[src/rtl/clreq_sched.sv]
// Issue scheduler: allocates memory tags to merged cacheline requests, caps
// per-stream outstanding requests, maps responses back to streams, and flushes.
module clreq_sched #(
  parameter int CLID_W  = 4,
  parameter int NTAGS   = 8,
  parameter int TAG_W   = 3,
  parameter int MAX_OUT = 2,
  parameter int CNT_W   = 2
) (
  input  logic              clk,
  input  logic              reset,
  input  logic              i_req_v,
  output logic              i_req_r,
  input  logic [CLID_W-1:0] i_req_clid,
  output logic              o_mreq_v,
  input  logic              o_mreq_r,
  output logic [CLID_W-1:0] o_mreq_clid,
  output logic [TAG_W-1:0]  o_mreq_tag,
  input  logic              i_mrsp_v,
  output logic              i_mrsp_r,
  input  logic [TAG_W-1:0]  i_mrsp_tag,
  output logic              o_rsp_v,
  input  logic              o_rsp_r,
  output logic [CLID_W-1:0] o_rsp_clid,
  input  logic              i_flush,
  output logic              o_flush_done,
  output logic [TAG_W:0]    o_outstanding,
  output logic              o_err
);

  localparam int NSTR = 1 << CLID_W;
  localparam logic [CNT_W-1:0] MAX_CNT = CNT_W'(MAX_OUT);

  typedef enum logic [1:0] {RUN, FLUSH, DONE} state_e;

  state_e                          state_q;
  logic                            flush_done_q;
  logic [NTAGS-1:0]                busy_q, busy_d;
  logic [NSTR-1:0][CNT_W-1:0]      cnt_q, cnt_d;
  logic [NTAGS-1:0][CLID_W-1:0]    table_q, table_d;
  logic                            mreq_v_q, mreq_v_d;
  logic [CLID_W-1:0]               mreq_clid_q, mreq_clid_d;
  logic [TAG_W-1:0]                mreq_tag_q, mreq_tag_d;
  logic                            rsp_v_q, rsp_v_d;
  logic [CLID_W-1:0]               rsp_clid_q, rsp_clid_d;
  logic                            err_q, err_d;
  logic [TAG_W:0]                  outstanding_q, outstanding_d;

  logic              req_r, req_acc, rsp_r, rsp_acc, drained;
  logic [TAG_W-1:0]  alloc_tag;
  logic [CLID_W-1:0] rsp_owner;

  assign req_r = (state_q == RUN) & ~(&busy_q) & (cnt_q[i_req_clid] < MAX_CNT)
               & (~mreq_v_q | o_mreq_r);
  assign req_acc   = i_req_v & req_r;
  assign rsp_r     = ~rsp_v_q | o_rsp_r;
  assign rsp_acc   = i_mrsp_v & rsp_r;
  assign rsp_owner = table_q[i_mrsp_tag];
  assign drained   = (busy_q == '0) & ~mreq_v_q & ~rsp_v_q;

  // Allocation sees only start-of-cycle busy bits, so a tag freed this cycle waits a cycle.
  always_comb begin
    alloc_tag = '0;
    for (int i = NTAGS - 1; i >= 0; i--) begin
      if (!busy_q[i]) alloc_tag = TAG_W'(i);
    end
  end

  always_comb begin
    busy_d      = busy_q;
    cnt_d       = cnt_q;
    table_d     = table_q;
    mreq_v_d    = mreq_v_q & ~o_mreq_r;
    mreq_clid_d = mreq_clid_q;
    mreq_tag_d  = mreq_tag_q;
    rsp_v_d     = rsp_v_q & ~o_rsp_r;
    rsp_clid_d  = rsp_clid_q;
    err_d       = err_q;

    if (req_acc) begin
      busy_d[alloc_tag]  = 1'b1;
      table_d[alloc_tag] = i_req_clid;
      cnt_d[i_req_clid]  = cnt_d[i_req_clid] + CNT_W'(1);
      mreq_v_d           = 1'b1;
      mreq_clid_d        = i_req_clid;
      mreq_tag_d         = alloc_tag;
    end

    // Decrement applies after the increment so a same-stream pair nets to zero.
    if (rsp_acc) begin
      if (busy_q[i_mrsp_tag]) begin
        busy_d[i_mrsp_tag] = 1'b0;
        cnt_d[rsp_owner]   = cnt_d[rsp_owner] - CNT_W'(1);
        rsp_v_d            = 1'b1;
        rsp_clid_d         = rsp_owner;
      end else begin
        err_d = 1'b1;
      end
    end

    outstanding_d = '0;
    for (int i = 0; i < NTAGS; i++) begin
      outstanding_d = outstanding_d + (TAG_W + 1)'(busy_d[i]);
    end
  end

  always_ff @(posedge clk or negedge reset) begin
    if (!reset) begin
      busy_q        <= '0;
      cnt_q         <= '0;
      mreq_v_q      <= 1'b0;
      mreq_clid_q   <= '0;
      mreq_tag_q    <= '0;
      rsp_v_q       <= 1'b0;
      rsp_clid_q    <= '0;
      err_q         <= 1'b0;
      outstanding_q <= '0;
    end else begin
      busy_q        <= busy_d;
      cnt_q         <= cnt_d;
      mreq_v_q      <= mreq_v_d;
      mreq_clid_q   <= mreq_clid_d;
      mreq_tag_q    <= mreq_tag_d;
      rsp_v_q       <= rsp_v_d;
      rsp_clid_q    <= rsp_clid_d;
      err_q         <= err_d;
      outstanding_q <= outstanding_d;
    end
  end

  always_ff @(posedge clk) begin
    table_q <= table_d;
  end

  always_ff @(posedge clk or negedge reset) begin
    if (!reset) begin
      state_q      <= RUN;
      flush_done_q <= 1'b0;
    end else begin
      flush_done_q <= 1'b0;
      case (state_q)
        RUN:   if (i_flush) state_q <= FLUSH;
        FLUSH: if (drained) begin
                 state_q      <= DONE;
                 flush_done_q <= 1'b1;
               end
        DONE:  state_q <= RUN;
        default: state_q <= RUN;
      endcase
    end
  end

  assign i_req_r       = req_r;
  assign i_mrsp_r      = rsp_r;
  assign o_mreq_v      = mreq_v_q;
  assign o_mreq_clid   = mreq_clid_q;
  assign o_mreq_tag    = mreq_tag_q;
  assign o_rsp_v       = rsp_v_q;
  assign o_rsp_clid    = rsp_clid_q;
  assign o_flush_done  = flush_done_q;
  assign o_outstanding = outstanding_q;
  assign o_err         = err_q;

endmodule

[config.mk]
export PLATFORM = sky130hd
export DESIGN_NAME = clreq_sched
export DESIGN_NICKNAME = d
export VERILOG_FILES = /design/src/rtl/clreq_sched.sv
export SDC_FILE = /design/constraint.sdc
export NUM_CORES = 1
export LEC_CHECK = 0
export BUFFER_PORTS_ARGS = -buffer_cell sky130_fd_sc_hd__buf_2
export CORE_AREA = 3 3 142 144
export CTS_CLUSTER_SIZE = 8
export DETAILED_ROUTE_END_ITERATION = 8
export DIE_AREA = 0 0 145 147
export GPL_TIMING_DRIVEN = 0
export PLACE_DENSITY = 0.42
export REMOVE_ABC_BUFFERS = 1
export SLEW_MARGIN = 20
export SYNTH_ARGS = -nofsm -noshare
export SYNTH_HDL_FRONTEND = slang
export SYNTH_SLANG_ARGS = --single-unit
[constraint.sdc]
create_clock -name clk -period 10.85 [get_ports clk]
set_input_delay 1.085 -clock clk [delete_from_list [all_inputs] [get_ports clk]]
set_output_delay 1.085 -clock clk [all_outputs]
set_load 0.03 [all_outputs]
==> results.ini, run 1 <==
[pwr]
internal_power_uw=841
p_leak_nw=2.54
netSwitchingPower_uw=564
p_clk_share_pct=23.8
vdd_drop_max_v=0.000115
powerDensity_nw_per_um2=221
p_seq_share_pct=37.3
comb_power_share_pct=38.9
switching_share_pct=40.2

[floorplanning]
io_pins=35
rows=50
die_h_um=147
die_w_um=145
dieArea_um2=21300
core_region_area_um2=18800
start_util_pct=30.3

[critical_path]
r2r_end=o_outstanding[2]
cpMostUsedCell=fa_1
worst-path-buf-inv=3
worstPathRequired_ps=11090
rr_worst_depth=17
path_cells=buf_2, mux4_2, mux2_2, nand2_1, nand2_1, nor3_2, nand3_1, nor2_1, nor2_1, a31o_2, fa_1, fa_1, fa_1, inv_1, ha_1, inv_1, fa_1, xnor2_1
path_class=in -> reg
cp_slowest_stage_delay_ps=610
crit_fanout=30
critPathLaunchType=primary input
ff2ff_setup_slack_ps=5570
worstReg2RegStart=cnt_q[11]
cp-end-kind=flip-flop
cp_slowest_cell=buf_2
cp_top_family=adder cells
arrival_ps=6410

[sta]
period_minus_slack_ps=6170
fin_skew_ps=6.47
worstMarginPinSlew_ps=1130
fmax_ghz=0.162
tns_ps=0
fin_crit_sh_pct=56.8
finalSetupViolCount=0
hold_violations=0
slew_headroom_pct=24.9
rsz0062_at_grt=no
drv_slew=0

[hold_path]
whs_endpoint=o_rsp_clid[3]
min_path_type=reg -> reg
worstHoldStart=o_rsp_clid[3]
min_path_cells=2

[finish]
area_growth_pct=11.7
drive_gt1_share_pct=16.2
fin_nets=607
post-route-util_pct=33.8
final_common_cell=nand2_1
regArea_um2=2490
multi_input_comb_area_um2=2950
layout_common_cells=nand2_1, nor2_1, dfrtp_1
design_area_um2=6360
diodes=0
fillCellCount=1917

[detailed_routing]
drt-total-wl_mm=18.0
drc_errors=0
first_iter_violations=326
ant_nets=0
wl_per_cell_um=21.2
vias_per_cell=5.49
vias=4672
drt-pass1-iter-count=5

[clock_tree]
postCtsHoldBufs=0
cts_resized=0
clock-root-buffer=clkbuf_16
cts-buffers-inserted=9
cts-htree-levels=3
insertion_delay_ps=350
clock_path_buffers=2
cts.sinks=93
tritoncts=built
clk_pin_slew_ps=70
cts_setup_buffers=0

[global_route]
grt_pass1_vias=4766
grt_use_met3_pct=3.18
grt_max_degree=52
overflow=0
grt_pass1_wl_mm=28.4
grt.met1_usage_pct=24.9
grt_util_met2_pct=25.4
grt_usage_pct=17.1
antenna_found_initial=0
grt_busiest_layer=met2

[yosys]
netlist_area_um2=5700
seq_area_frac_synth_pct=43.7
synth-seq-cells=93
ys_async_sr_fraction_pct=65.6
syn_area_per_cell_um2=9.98
synth_cell_type_count=74
synthTopCellsByArea=dfrtp_1, edfxtp_1, nand2_1
ys_warn_count=0
synth_top_area_share_pct=26.8
synth_edf_count=32
synth_top_area_cell=dfrtp_1
syn_inst=571
ys.flop_type=dfrtp_1

[placed_design]
place_congestion=0.875
place.port_buffers=34
placed_area_um2=6050
place_hpwl_mm=12.6

[run_status]
outcome=complete, no violations

[flow_run]
drv_cap=0

power by group through the flow:
stage	registers (mW)	clock network [mW]	logic (mW)
CTS	0.524	0.343	0.549
detailed placement	0.530	0	0.545
floorplan	0.559	0	0.335
global placement	0.528	0	0.537
finish	0.524	0.334	0.547
global route	0.534	0.358	0.606
worst register-to-register path, cell delays in order, from the launching register on:
cell,delay (ps)
dfrtp_1,420
mux4_2,460
mux2_2,390
nand2_1,180
nand2_1,110
nor3_2,570
nand3_1,370
nor2_1,170
nor2_1,60
a31o_2,230
fa_1,510
fa_1,520
fa_1,400
inv_1,60
ha_1,150
inv_1,50
fa_1,370
xnor2_1,130
registers in the layout, indices dropped and copies added, names as in the netlist:
signal / count
o_err: 1
o_rsp_v: 1
o_flush_done: 1
busy_q: 8
o_mreq_clid: 4
table_q: 32
o_rsp_clid: 4
o_mreq_tag: 3
state_q: 2
o_mreq_v: 1
cnt_q: 32
o_outstanding: 4
through the flow:
step / std cells / worst slack (ps) / hold WS (ps) / power, mW
2_1_floorplan: 540 / 5530 / 470 / 0.894
3_3_place_gp: 834 / 4280 / 461 / 1.07
3_5_place_dp: 835 / 4270 / 459 / 1.08
4_1_cts: 851 / 4650 / 483 / 1.42
5_1_grt: 851 / 4320 / 497 / 1.50
6_report: 851 / 4680 / 476 / 1.41
synth_stat cells, types with 3 or more instances:
master	number
nand2_1	77
dfrtp_1	61
nor2_1	61
edfxtp_1	32
a21oi_1	25
inv_1	23
mux2i_1	22
mux2_2	20
a211oi_1	17
nor3_1	16
nand3_1	14
nor2b_1	13
nor4_1	13
clkbuf_1	12
mux4_2	12
a41o_1	10
nand2b_1	10
and2_1	9
buf_2	9
o21ai_0	9
o22ai_1	7
and3_1	6
buf_6	6
nor3b_1	5
a21o_1	4
a31oi_1	4
fa_1	4
o31ai_1	4
and4_1	3
ha_1	3
nand3b_1	3
nand4_1	3
o32a_1	3
logic make-up after synthesis:
family / synth area share, %
flops: 43.7
xor+xnor: 0.154
compound gates: 15.2
simple gates: 21.2
mux: 13.0
buf+inv: 4.74
fa+ha+maj: 2.06
worst max path at each step:
stage / start / to / slack, ps / cells past startpoint
2_1_floorplan: i_req_clid[3] / o_outstanding[2] / 5530 / 17
3_3_place_gp: i_req_clid[3] / o_outstanding[2] / 4280 / 18
3_5_place_dp: i_req_clid[3] / o_outstanding[2] / 4270 / 18
4_1_cts: i_req_clid[3] / o_outstanding[2] / 4650 / 18
5_1_grt: i_req_clid[1] / o_outstanding[2] / 4320 / 18
6_report: i_req_clid[1] / o_outstanding[2] / 4680 / 18
area by class of cell:
cell class / instances / area share [%]
multi-input combinational: 423 / 46.4
timing repair buffer: 35 / 3.15
clock buffer: 9 / 3.54
inverter: 24 / 1.42
tap: 260 / 5.11
clock inverter: 7 / 1.30
sequential: 93 / 39.1
metal layers:
layer	up-vias	wire [µm]
met5	-	0
met4	0	452
met3	40	970
met2	145	7910
met1	2325	8720
li1	2162	-
Power figures use the tool's default switching activity.
==> run 2: changes to the inputs <==
==> constraint.sdc (replaced) <==
create_clock -name clk -period 5.7 [get_ports clk]
set_input_delay 0.57 -clock clk [delete_from_list [all_inputs] [get_ports clk]]
set_output_delay 0.57 -clock clk [all_outputs]
set_load 0.03 [all_outputs]
==> run 2 against run 1 <==
  * Via count shrank 0.32%
  * Global-route usage is the same
  * Setup slack lost 4300 ps
  * Critical endpoint unchanged
  * Sequential share of layout area shrank 0.069 points
  * Clock power grew 91%
  * Die area is the same
  * Routed wire length shrank 0.14%
  * First-iteration DRC count shrank 5.2%
  * Design area grew 0.18%
==> results.ini, run 2 (same netlist as run 1, synthesis figures left out) <==
[sta]
drv_slew=0  ; unchanged
fmax_ghz=0.189
rsz0062_at_grt=no  ; unchanged
period_minus_slack_ps=5300
slew_headroom_pct=22.5  ; was 24.9%
fin_skew_ps=6.55  ; was 6.47 ps
hold_slack_ps=56.7  ; was 476 ps
worstMarginPinSlew_ps=1160  ; was 1130 ps
fin_crit_sh_pct=93.0
finalSetupViolCount=0  ; unchanged
fin_ws_ps=398  ; was 4680 ps
hold_violations=0  ; unchanged

[floorplanning]
io_pins=35  ; unchanged
core_region_area_um2=18800  ; unchanged
start_util_pct=30.3  ; unchanged
rows=50  ; unchanged
die_h_um=147  ; unchanged
die_w_um=145  ; unchanged
dieArea_um2=21300  ; unchanged

[critical_path]
worstPathRequired_ps=5940  ; was 11090 ps
ff2ff_setup_slack_ps=600  ; was 5570 ps
critPathLaunchType=primary input  ; unchanged
r2r_end=o_outstanding[2]  ; unchanged
crit_fanout=21  ; was 30
worstReg2RegStart=cnt_q[11]  ; unchanged
rr_worst_depth=17  ; unchanged
arrival_ps=5540  ; was 6410 ps
cp-end-kind=flip-flop  ; unchanged
path_class=in -> reg  ; unchanged

[placed_design]
place_inst=835  ; unchanged
place_hpwl_mm=12.6  ; unchanged
place.port_buffers=34  ; unchanged
dp_slack_ps=-367  ; was 4270 ps
place_congestion=0.875  ; unchanged

[finish]
fin_nets=607  ; unchanged
drive_gt1_share_pct=16.2  ; unchanged
post-route-util_pct=33.8  ; about the same
final_common_cell=nand2_1  ; unchanged
layout_common_cells=nand2_1, nor2_1, dfrtp_1  ; unchanged
fillCellCount=1914  ; was 1917
area_growth_pct=11.9  ; was 11.7%
diodes=0  ; unchanged
reg_top3=cnt_q: 32 flops, table_q: 32 flops, busy_q: 8 flops  ; unchanged
stdcell_count=851  ; unchanged

[detailed_routing]
vias=4657  ; was 4672
drt-pass1-iter-count=5  ; unchanged
ant_nets=0  ; unchanged
first_iter_violations=309  ; was 326
drc_errors=0  ; unchanged
vias_per_cell=5.47  ; was 5.49
wl_per_cell_um=21.2  ; about the same
drt-total-wl_mm=18.0  ; about the same

[pwr]
power_mw=2.68  ; was 1.41 mW
vdd_drop_max_v=0.000221  ; was 0.000115 V
switching_share_pct=40.2  ; about the same
p_clk_share_pct=23.8  ; about the same
p_leak_nw=2.55  ; was 2.54 nW
internal_power_mw=1.60  ; was 841 µW
netSwitchingPower_mw=1.08  ; was 564 µW
powerDensity_nw_per_um2=420  ; was 221 nW/µm²
comb_power_share_pct=38.9  ; about the same
p_seq_share_pct=37.3  ; about the same

[clock_tree]
insertion_delay_ps=350  ; about the same
cts-htree-levels=3  ; unchanged
tritoncts=built  ; unchanged
cts-buffers-inserted=9  ; unchanged
cts_setup_buffers=0  ; unchanged
clk_pin_slew_ps=70  ; about the same
cts.sinks=93  ; unchanged
clock_path_buffers=2  ; unchanged
clock-root-buffer=clkbuf_16  ; unchanged

[global_route]
antenna_found_initial=0  ; unchanged
grt_usage_pct=17.1  ; unchanged
grt_pass1_wl_mm=28.4  ; unchanged
grt_max_degree=52  ; unchanged
overflow=0  ; unchanged
grt_pass1_vias=4766  ; unchanged

[flow_run]
drv_cap=0  ; unchanged

[run_status]
outcome=complete, no violations  ; unchanged

[hold_path]
min_path_type=in -> async  ; was reg -> reg

run 2: cell count changes in the layout (fill, tap and decap cells not counted), sizes merged:
| cell | delta |
|---|---|
| clkbuf | +2 |
| buf | -2 |
run 2: per-stage QoR:
stage / cell area [µm²] / setup TNS (ps)
3_3_place_gp: 6010 / -794
5_1_grt: 6370 / 0
6_report: 6370 / 0
2_1_floorplan: 5520 / 0
3_5_place_dp: 6050 / -805
4_1_cts: 6360 / 0
run 2: worst max-delay path by stage:
stage	from	endpoint	slack (ps)	cells past startpoint
finish	i_req_clid[3]	o_outstanding[2]	400	18
floorplan	i_req_clid[3]	o_outstanding[2]	890	17
global route	i_req_clid[3]	o_outstanding[2]	60	18
global placement	i_req_clid[3]	o_outstanding[2]	-350	18
CTS	i_req_clid[3]	o_outstanding[2]	10	18
detailed placement	i_req_clid[3]	o_outstanding[2]	-370	18
run 2: power groups by stage:
stage	sequential (mW)	clock (mW)	combinational, mW
after global routing	1.02	0.682	1.16
after global placement	1.01	0	1.02
after floorplan	1.06	0	0.638
after detailed placement	1.01	0	1.04
after CTS	0.997	0.652	1.04
final	0.998	0.637	1.04
run 2: layer usage:
| metal | wire length [µm] | vias to the layer above | GRT usage (%) |
|---|---|---|---|
| met4 | 431 | 0 | 6.60 |
| met1 | 8770 | 2306 | 24.9 |
| met3 | 913 | 33 | 3.18 |
| met5 | 0 | - | 0 |
| li1 | - | 2163 | - |
| met2 | 7900 | 155 | 25.4 |
run 2: timing repair:
action / CTS / global route
endpoints found under the setup margin: 0 / 3
hold buffers: 0 / 0
resized for setup: 0 / 3
run 2: layout make-up:
cell class,instances,area (µm²),share of cell area [%]
flip-flops and latches,93,2490,39.0
well taps,260,325,5.10
multi-input cells,423,2960,46.4
inverters,24,90.1,1.41
clock buffers,9,225,3.53
repair buffers,35,205,3.22
clock inverters,7,82.6,1.30
run 2: worst max-delay path: stages:
cell      delay, ps
clkbuf_4        310
mux4_2          540
mux2_2          400
nand2_1         180
nand2_1         130
nor3_4          420
nand3_1         310
nor2_1          160
nor2_1           50
a31o_2          230
fa_1            510
fa_1            520
fa_1            400
inv_1            60
ha_1            150
inv_1            50
fa_1            370
xnor2_1         130
==> run 3: changes to the inputs <==
--- a/config.mk
+++ b/config.mk
@@ -5,7 +5,8 @@
 export SDC_FILE = /design/constraint.sdc
 export NUM_CORES = 1
 export LEC_CHECK = 0
-export BUFFER_PORTS_ARGS = -buffer_cell sky130_fd_sc_hd__buf_2
+export ABC_CLOCK_PERIOD_IN_PS = 5700
+export BUFFER_PORTS_ARGS = -buffer_cell sky130_fd_sc_hd__buf_4
 export CORE_AREA = 3 3 142 144
 export CTS_CLUSTER_SIZE = 8
 export DETAILED_ROUTE_END_ITERATION = 8
==> run 3 against run 2 <==
  * Die area did not move
  * Critical endpoint unchanged
  * Utilization rose by 0.073 points
  * Register-to-register slack barely moved
  * Count of clock-buffer cells in the layout rose by 1
  * Largest power group unchanged
  * Clock power fell by 9.3%
==> results.ini, run 3 (same netlist as run 1, synthesis figures left out) <==
[sta]
hold_violations=0  ; unchanged
finalSetupViolCount=0  ; unchanged
period_minus_slack_ps=5300  ; about the same
drv_slew=0  ; unchanged
rsz0062_at_grt=no  ; unchanged
worstMarginPinSlew_ps=1180  ; was 1160 ps
tns_ps=0  ; unchanged
slew_headroom_pct=18.9  ; was 22.5%
fmax_ghz=0.189  ; about the same
fin_crit_sh_pct=93.0  ; about the same
fin_skew_ps=8.72  ; was 6.55 ps
fin_ws_ps=399  ; was 398 ps

[finish]
drive_gt1_share_pct=15.9  ; was 16.2%
regArea_um2=2490  ; unchanged
final_common_cell=nand2_1  ; unchanged
post-route-util_pct=33.9  ; was 33.8%
reg_top3=cnt_q: 32 flops, table_q: 32 flops, busy_q: 8 flops  ; unchanged
fillCellCount=1975  ; was 1914
area_growth_pct=12.1  ; was 11.9%
multi_input_comb_area_um2=2950  ; was 2960 µm²
layout_common_cells=nand2_1, nor2_1, dfrtp_1  ; unchanged
diodes=0  ; unchanged
fin_nets=606  ; was 607

[global_route]
grt_pass1_wl_mm=27.9  ; was 28.4 mm
antenna_found_initial=0  ; unchanged
grt_max_degree=62  ; was 52
grt_usage_pct=16.9  ; was 17.1%
grt_pass1_vias=4618  ; was 4766
overflow=0  ; unchanged

[hold_path]
min_path_type=in -> async  ; unchanged

[floorplanning]
start_util_pct=30.3  ; unchanged
io_pins=35  ; unchanged
die_h_um=147  ; unchanged
rows=50  ; unchanged
dieArea_um2=21300  ; unchanged
die_w_um=145  ; unchanged
core_region_area_um2=18800  ; unchanged

[pwr]
p_leak_nw=2.53  ; was 2.55 nW
vdd_drop_max_v=0.000170  ; was 0.000221 V
powerDensity_nw_per_um2=415  ; was 420 nW/µm²
power_mw=2.65  ; was 2.68 mW

[detailed_routing]
vias_per_cell=5.43  ; was 5.47
drt-total-wl_mm=17.8  ; was 18.0 mm
drc_errors=0  ; unchanged
first_iter_violations=306  ; was 309
vias=4619  ; was 4657
wl_per_cell_um=21.0  ; was 21.2 µm
ant_nets=0  ; unchanged
drt-pass1-iter-count=5  ; unchanged

[critical_path]
worstReg2RegStart=cnt_q[11]  ; unchanged
arrival_ps=5540  ; about the same
cp-end-kind=flip-flop  ; unchanged
critPathLaunchType=primary input  ; unchanged
path_class=in -> reg  ; unchanged
worstPathRequired_ps=5940  ; about the same
crit_fanout=21  ; unchanged
crit_start=i_req_clid[3]  ; unchanged

[placed_design]
dp_slack_ps=-158  ; was -367 ps
place_hpwl_mm=12.5  ; was 12.6 mm
place_congestion=0.835  ; was 0.875
place.port_buffers=34  ; unchanged

[flow_run]
drv_cap=0  ; unchanged

[clock_tree]
tritoncts=built  ; unchanged
clk_pin_slew_ps=70  ; about the same
insertion_delay_ps=350  ; about the same
clock_path_buffers=2  ; unchanged
cts_setup_buffers=0  ; unchanged
cts-buffers-inserted=9  ; unchanged
cts-htree-levels=3  ; unchanged
cts.sinks=93  ; unchanged
clock-root-buffer=clkbuf_16  ; unchanged
postCtsHoldBufs=0  ; unchanged

[run_status]
outcome=complete, no violations  ; unchanged

[run 3: changes by cell type in the layout (fill, tap and decap cells not counted), sizes merged]
cell      previous run  this run
inv                 26        25
clkinv               4         3
buf                 33        34
clkinvlp             0         2
clkbuf              11        10
bufinv               1         0
[run 3: repair_timing]
action | 4_1_cts | 5_1_grt
hold endpoints to repair | 0 | 0
endpoints found under the setup margin | 0 | 2
gates resized for setup | 0 | 1
[run 3: per-layer routing]
| layer | vias up | track usage (%) | share of wire, % |
|---|---|---|---|
| met1 | 2295 | 24.6 | 49 |
| met2 | 143 | 25.8 | 44 |
| li1 | 2156 | - | - |
| met4 | 0 | 5.80 | 1.9 |
| met3 | 25 | 2.65 | 5.5 |
| met5 | - | 0 | 0 |
[run 3: report_power, final]
group / internal [mW] / switching, mW / total, mW
Sequential: 0.869 / 0.128 / 0.997
Combinational: 0.414 / 0.660 / 1.07
Clock: 0.299 / 0.279 / 0.578
[run 3: worst paths after layout]
path	end	slack (ps)	cells past startpoint
max	o_outstanding[2]	400	18
min	o_err	310	1
max reg2reg	o_outstanding[2]	600	17
min reg2reg	o_rsp_clid[3]	490	2
max in group asynchronous	cnt_q[31]	4810	1
min in group clk	state_q[0]	450	3
[run 3: per-stage QoR]
step	instances	hold WS (ps)	area, µm²
floorplan	540	274	5520
global placement	834	469	6100
detailed placement	834	470	6110
CTS	850	347	6380
global route	850	387	6390
finish	850	310	6390
[run 3: critical path: stages]
cell and delay (ps):
buf_4 290, mux4_2 550, mux2_2 390, nand2_1 180
nand2_1 140, nor3_4 420, nand3_1 290, nor2_1 170
nor2_1 50, a31o_2 240, fa_1 560, fa_1 440
fa_1 430, inv_1 60, ha_1 150, inv_1 50
fa_1 370, xnor2_1 130
[run 3: cell type report]
class | count | area share (%)
timing repair buffer | 34 | 4.00
clock buffer | 10 | 3.58
inverter | 24 | 1.41
multi-input combinational | 423 | 46.2
clock inverter | 6 | 0.725
tap | 260 | 5.09
sequential | 93 | 38.9
